## config.mk

```make
export PLATFORM = sky130hd
export DESIGN_NAME = rtc_bus_cycle
export DESIGN_NICKNAME = d
export VERILOG_FILES = /design/src/rtl/rtc_pkg.sv /design/src/rtl/rtc_phase_timer.sv /design/src/rtl/rtc_bus_cycle.sv
export SDC_FILE = /design/constraint.sdc
export NUM_CORES = 1
export LEC_CHECK = 0
export ABC_AREA = 0
export BUFFER_PORTS_ARGS = -buffer_cell sky130_fd_sc_hd__buf_4
export CORE_MARGIN = 5
export CORE_UTILIZATION = 50
export DETAILED_ROUTE_END_ITERATION = 10
export PLACE_DENSITY = 0.78
export SLEW_MARGIN = 25
export SYNTH_ARGS = -nofsm -noshare
export SYNTH_HDL_FRONTEND = slang
export SYNTH_SLANG_ARGS = --single-unit
```

## constraint.sdc

```tcl
create_clock -name clk -period 2.9 [get_ports clk]
set_input_delay 0.725 -clock clk [delete_from_list [all_inputs] [get_ports clk]]
set_output_delay 0.725 -clock clk [all_outputs]
set_load 0.02 [all_outputs]
```

## src/rtl/rtc_pkg.sv

```systemverilog
// Shared definitions for the RTC bus-cycle engine and the upstream sequencing FSMs:
// bus-cycle state encoding, default phase timings and RTC register map.
package rtc_pkg;

  typedef enum logic [2:0] {
    ST_IDLE     = 3'd0,
    ST_A_SETUP  = 3'd1,
    ST_A_STROBE = 3'd2,
    ST_A_HOLD   = 3'd3,
    ST_D_SETUP  = 3'd4,
    ST_D_STROBE = 3'd5,
    ST_D_HOLD   = 3'd6,
    ST_DONE     = 3'd7
  } state_t;

  localparam int DEF_T_SETUP = 2;
  localparam int DEF_T_PULSE = 4;
  localparam int DEF_T_HOLD  = 2;

  // RTC register map, shared with the init and read/write control FSMs
  localparam logic [7:0] REG_SECONDS    = 8'h21;
  localparam logic [7:0] REG_MINUTES    = 8'h22;
  localparam logic [7:0] REG_HOURS      = 8'h23;
  localparam logic [7:0] REG_DAY        = 8'h24;
  localparam logic [7:0] REG_MONTH      = 8'h25;
  localparam logic [7:0] REG_YEAR       = 8'h26;
  localparam logic [7:0] REG_TIMER_LO   = 8'h27;
  localparam logic [7:0] REG_TIMER_HI   = 8'h28;
  localparam logic [7:0] REG_CMD_STATUS = 8'h2F;

endpackage

```

## src/rtl/rtc_phase_timer.sv

```systemverilog
// Loadable down-counter that times one bus-cycle phase; zero marks the last cycle
// of the phase when loaded with (length - 1) on phase entry.
module rtc_phase_timer #(
  parameter int CNT_W = 4
) (
  input  logic             clk,
  input  logic             reset,
  input  logic             load,
  input  logic [CNT_W-1:0] load_val,
  output logic             zero
);

  logic [CNT_W-1:0] cnt;

  always_ff @(posedge clk or posedge reset) begin
    if (reset) begin
      cnt <= '0;
    end else if (load) begin
      cnt <= load_val;
    end else if (cnt != '0) begin
      cnt <= cnt - 1'b1;
    end
  end

  assign zero = (cnt == '0);

endmodule

```

## src/rtl/rtc_bus_cycle.sv

```systemverilog
// Two-phase (address, then data) transaction engine for the RTC multiplexed AD bus.
// Every pin is registered from the next-state decode, so strobes never glitch.
module rtc_bus_cycle
  import rtc_pkg::*;
#(
  parameter int T_SETUP = DEF_T_SETUP,
  parameter int T_PULSE = DEF_T_PULSE,
  parameter int T_HOLD  = DEF_T_HOLD,
  parameter int CNT_W   = 4
) (
  input  logic       clk,
  input  logic       reset,
  input  logic       start,
  input  logic       rw,
  input  logic [7:0] addr,
  input  logic [7:0] wdata,
  input  logic [7:0] ad_in,
  output logic [7:0] ad_out,
  output logic       ad_oe,
  output logic       a_d,
  output logic       cs,
  output logic       rd,
  output logic       wr,
  output logic [7:0] rdata,
  output logic       busy,
  output logic       done,
  output state_t     state
);

  // Handshake: start is the request valid and !busy is ready; a request transfers
  // on the clock edge where start && !busy, and its fields are latched there.

  localparam logic [CNT_W-1:0] LD_SETUP = CNT_W'(T_SETUP - 1);
  localparam logic [CNT_W-1:0] LD_PULSE = CNT_W'(T_PULSE - 1);
  localparam logic [CNT_W-1:0] LD_HOLD  = CNT_W'(T_HOLD - 1);

  state_t           state_d;
  logic             rw_q, rw_n, accept;
  logic [7:0]       addr_q, addr_n, wdata_q, wdata_n;
  logic             tmr_load, tmr_zero;
  logic [CNT_W-1:0] tmr_val;
  logic             addr_ph, data_ph, cap;
  logic             a_d_d, ad_oe_d, cs_d, rd_d, wr_d, busy_d, done_d;
  logic [7:0]       ad_out_d;

  rtc_phase_timer #(.CNT_W(CNT_W)) u_timer (
    .clk      (clk),
    .reset    (reset),
    .load     (tmr_load),
    .load_val (tmr_val),
    .zero     (tmr_zero)
  );

  always_comb begin
    state_d  = state;
    tmr_load = 1'b0;
    tmr_val  = '0;
    case (state)
      ST_IDLE:     if (start)    begin state_d = ST_A_SETUP;  tmr_load = 1'b1; tmr_val = LD_SETUP; end
      ST_A_SETUP:  if (tmr_zero) begin state_d = ST_A_STROBE; tmr_load = 1'b1; tmr_val = LD_PULSE; end
      ST_A_STROBE: if (tmr_zero) begin state_d = ST_A_HOLD;   tmr_load = 1'b1; tmr_val = LD_HOLD;  end
      ST_A_HOLD:   if (tmr_zero) begin state_d = ST_D_SETUP;  tmr_load = 1'b1; tmr_val = LD_SETUP; end
      ST_D_SETUP:  if (tmr_zero) begin state_d = ST_D_STROBE; tmr_load = 1'b1; tmr_val = LD_PULSE; end
      ST_D_STROBE: if (tmr_zero) begin state_d = ST_D_HOLD;   tmr_load = 1'b1; tmr_val = LD_HOLD;  end
      ST_D_HOLD:   if (tmr_zero) state_d = ST_DONE;
      ST_DONE:     state_d = ST_IDLE;
      default:     state_d = ST_IDLE;
    endcase
  end

  // Decode pins from the state being entered, using the request fields it will hold
  always_comb begin
    accept  = (state == ST_IDLE) && start;
    rw_n    = accept ? rw    : rw_q;
    addr_n  = accept ? addr  : addr_q;
    wdata_n = accept ? wdata : wdata_q;
    addr_ph = (state_d == ST_A_SETUP) || (state_d == ST_A_STROBE) || (state_d == ST_A_HOLD);
    data_ph = (state_d == ST_D_SETUP) || (state_d == ST_D_STROBE) || (state_d == ST_D_HOLD);
    a_d_d    = !addr_ph;
    ad_oe_d  = addr_ph || (data_ph && !rw_n);
    ad_out_d = addr_ph ? addr_n : ((data_ph && !rw_n) ? wdata_n : 8'h00);
    cs_d     = !((state_d == ST_A_STROBE) || (state_d == ST_D_STROBE));
    wr_d     = !((state_d == ST_A_STROBE) || ((state_d == ST_D_STROBE) && !rw_n));
    rd_d     = !((state_d == ST_D_STROBE) && rw_n);
    busy_d   = (state_d != ST_IDLE);
    done_d   = (state_d == ST_DONE);
    cap      = (state == ST_D_STROBE) && (state_d != ST_D_STROBE) && rw_q;
  end

  always_ff @(posedge clk or posedge reset) begin
    if (reset) begin
      state   <= ST_IDLE;
      rw_q    <= 1'b0;
      addr_q  <= 8'h00;
      wdata_q <= 8'h00;
      a_d     <= 1'b1;
      cs      <= 1'b1;
      rd      <= 1'b1;
      wr      <= 1'b1;
      ad_oe   <= 1'b0;
      ad_out  <= 8'h00;
      rdata   <= 8'h00;
      busy    <= 1'b0;
      done    <= 1'b0;
    end else begin
      state   <= state_d;
      rw_q    <= rw_n;
      addr_q  <= addr_n;
      wdata_q <= wdata_n;
      a_d     <= a_d_d;
      cs      <= cs_d;
      rd      <= rd_d;
      wr      <= wr_d;
      ad_oe   <= ad_oe_d;
      ad_out  <= ad_out_d;
      busy    <= busy_d;
      done    <= done_d;
      if (cap) rdata <= ad_in;
    end
  end

endmodule
```

==> run metrics <==
starting density of the core=51.26%; Clock power frac=16.2%; Slew Viols, Final=0; most common cell after layout, fill and taps aside=buf_4; First-pass DRT Iterations=4; Worst path depth=5; sequential share of power=between 40% and 50%; reg2reg path depth=5; Top delay family on crit path=simple AND/OR/NAND/NOR gates; worst-path maximum fanout=8; Critical Path Source=u_timer.cnt[0]; final setup TNS=0 ns; min Tclk post-route=around 2.2 ns; # hold bufs at CTS=0; worst slew pin tran=0.6703 ns; TritonCTS clock tree=done; pin count of the biggest net entering global routing=48; clock sinks=47; nets=around 250; Max clock buf depth=2; WHS=0.5015 ns; Top FF cell, synth=dfrtp_1; r2r startpoint=u_timer.cnt[0]; Crit path buffers/inverters=1; R2R Path End=rdata[3]; core region area=0.003971 mm2; die extent in y=around 74 um; Clk pin slew, worst setup/hold paths=~0.09 ns; ANT cells=0; wire length per cell=about 15 um; pwr/cell area=between 1000 and 1500 mW/mm2; Net Sw Frac=between 30% and 40%; Rel. slew slack=a little under three fifths; crit path DAT=2.41 ns; syn avg cell area=about 12 um2; Area growth syn-to-layout=27.23%; vias in the first global route=1397; Final Instance Area=roughly 0.0026 mm2; Port Buffer Count=53; sequential cell area fraction in the yosys report=between 50 and 60%; H-tree Lvls=2; RePlAce Congestion=about 0.79; Switch Pwr=roughly 0.0011 W; share of total power in combinational logic=about 44%; via count=about 1400; Core Util, Final=~65%; commonest cells after routing, fill and taps aside=buf_4, dfrtp_1, mux2_2; CP peak stage delay=0.59 ns; hold crit path type=flip-flop to flip-flop; Synth Warn #=0; Req. time, crit path=a little over 3 ns; Worst Skew=about 0.012 ns; Worst-Skew Late Latency=around 0.3 ns; Inserted Clock Buffers=5; Cell Area, Placed=approximately 0.0025 mm2; GRT overflow=0; Final Setup Violations=0; Worst path slowest cell=or3b_2; gr usage total=about 16%; Mapped Cells=~170; library cells used by synthesis=36; DR vias/cell=approximately 5.2; hpwl dp=approximately 2900 um; peak supply drop=around 0.00067 V; antenna violations before repair=0; critical path capture point type=flip-flop; crit path kind=flip-flop to flip-flop; cell area after synthesis=approximately 0.0020 mm2; RSZ-0062 raised after global routing=false; Leakage=approximately 1.2 nW; die area=~0.0054 mm2; setup bufs post-CTS=0; fmax=between 0.4 and 0.5 GHz; starting DRC count in detailed routing=slightly above 80; EDFF count, synth=0; period utilisation layout=about 77%; Yosys reg bits=between 40 and 50; CP Launch Type=flip-flop; antenna-violating nets left=0; Tot Pwr=about 0.0029 W; WL final=slightly above 4000 um; I/O Pins=54; Max-Cap Viols=0; root buffer cell=clkbuf_8; CP cell instances=inv_1 > ha_1 > or3b_2 > nor3_4 > mux2_2; outcome=completed; Mapped Nets=between 150 and 200; FFs w/ async S/R, synth=100.0%; Row Count=23; final hold viol count=0; width of the die=73.81 um; end of the critical path=rdata[3]; global-route wire length before repair=approximately 6700 um; Internal Pwr Total=0.001799 W; number of remaining DRC errors=0; layout cells sized above 1=44.00%; FF-to-FF setup slack=~0.66 ns; Resize count post-CTS=0
-- registers in the layout, summed over array words and instances, names as in the netlist --
register and flops:
ad_out 8, addr_q 8, rdata 8, wdata_q 8, u_timer.cnt 4, state 3, a_d 1, ad_oe 1
busy 1, cs 1, done 1, rd 1, rw_q 1, wr 1
-- cell families (layout without fill, tap and decap cells) --
kind of cell | count (synthesis) | count (layout) | synth area share (%)
AO/OA/AOI/OAI | 34 | 34 | 9.588
AND/OR/NAND/NOR | 47 | 47 | 14.20
XOR/XNOR | 1 | 1 | 0.4303
buffers and inverters | 14 | 70 | 3.380
multiplexers | 25 | 25 | 13.77
adder cells (fa/ha/maj) | 1 | 1 | 0.6145
flip-flops | 47 | 47 | 58.02
-- cells in the mapped netlist, types with 2 or more instances --
cell,count,area share (%)
mux2_2,24,13
a21oi_1,8,2.0
dfstp_2,4,5.2
o21ai_0,15,3.7
nor3b_1,2,0.74
buf_1,2,0.37
nor2_1,6,1.1
a31oi_1,2,0.61
buf_6,2,1.1
clkbuf_1,5,0.92
nand2_1,12,2.2
nor3_1,6,1.5
dfrtp_1,43,53
inv_1,4,0.74
or3_1,2,0.61
o21ai_1,3,0.74
nand2b_1,10,3.1
-- per-layer routing --
layer | vias up | GRT usage, % | share of wire [%]
li1 | 700 | - | -
met5 | - | 0 | 0
met4 | 0 | 4.427 | 1.0
met1 | 692 | 22.34 | 46
met3 | 5 | 4.514 | 7.5
met2 | 44 | 24.61 | 45
-- power groups by stage --
| stage | clock network [W] | registers (W) | logic, W |
|---|---|---|---|
| finish | 0.000465 | 0.00115 | 0.00124 |
| detailed placement | 0 | 0.00116 | 0.00126 |
| global placement | 0 | 0.00115 | 0.00123 |
| global route | 0.000509 | 0.00120 | 0.00138 |
| CTS | 0.000482 | 0.00115 | 0.00126 |
| floorplan | 0 | 0.00123 | 0.000768 |
-- layout make-up --
cell class	count	area [um2]
sequential	47	1181
tap	50	62.56
inverter	4	15.01
timing repair buffer	58	435.4
multi-input combinational	108	785.8
clock buffer	6	72.57
fill	313	1381
clock inverter	2	37.54
-- metrics by stage --
stage               setup slack, ns  std cells
floorplan                    0.8466        169
global placement             0.7577        267
detailed placement           0.6812        267
CTS                          0.6638        275
global route                 0.5571        275
finish                       0.6599        275
-- worst min path at each step --
stage	from	to	slack, ns	cells after the start
floorplan	wdata_q[6]	wdata_q[6]	0.47	1
global placement	addr_q[2]	addr_q[2]	0.48	1
detailed placement	wdata_q[7]	wdata_q[7]	0.49	1
CTS	wdata_q[7]	wdata_q[7]	0.51	1
global route	addr_q[7]	addr_q[7]	0.52	1
finish	addr_q[5]	addr_q[5]	0.50	1
No activity file was read; power rests on OpenSTA's default activity.
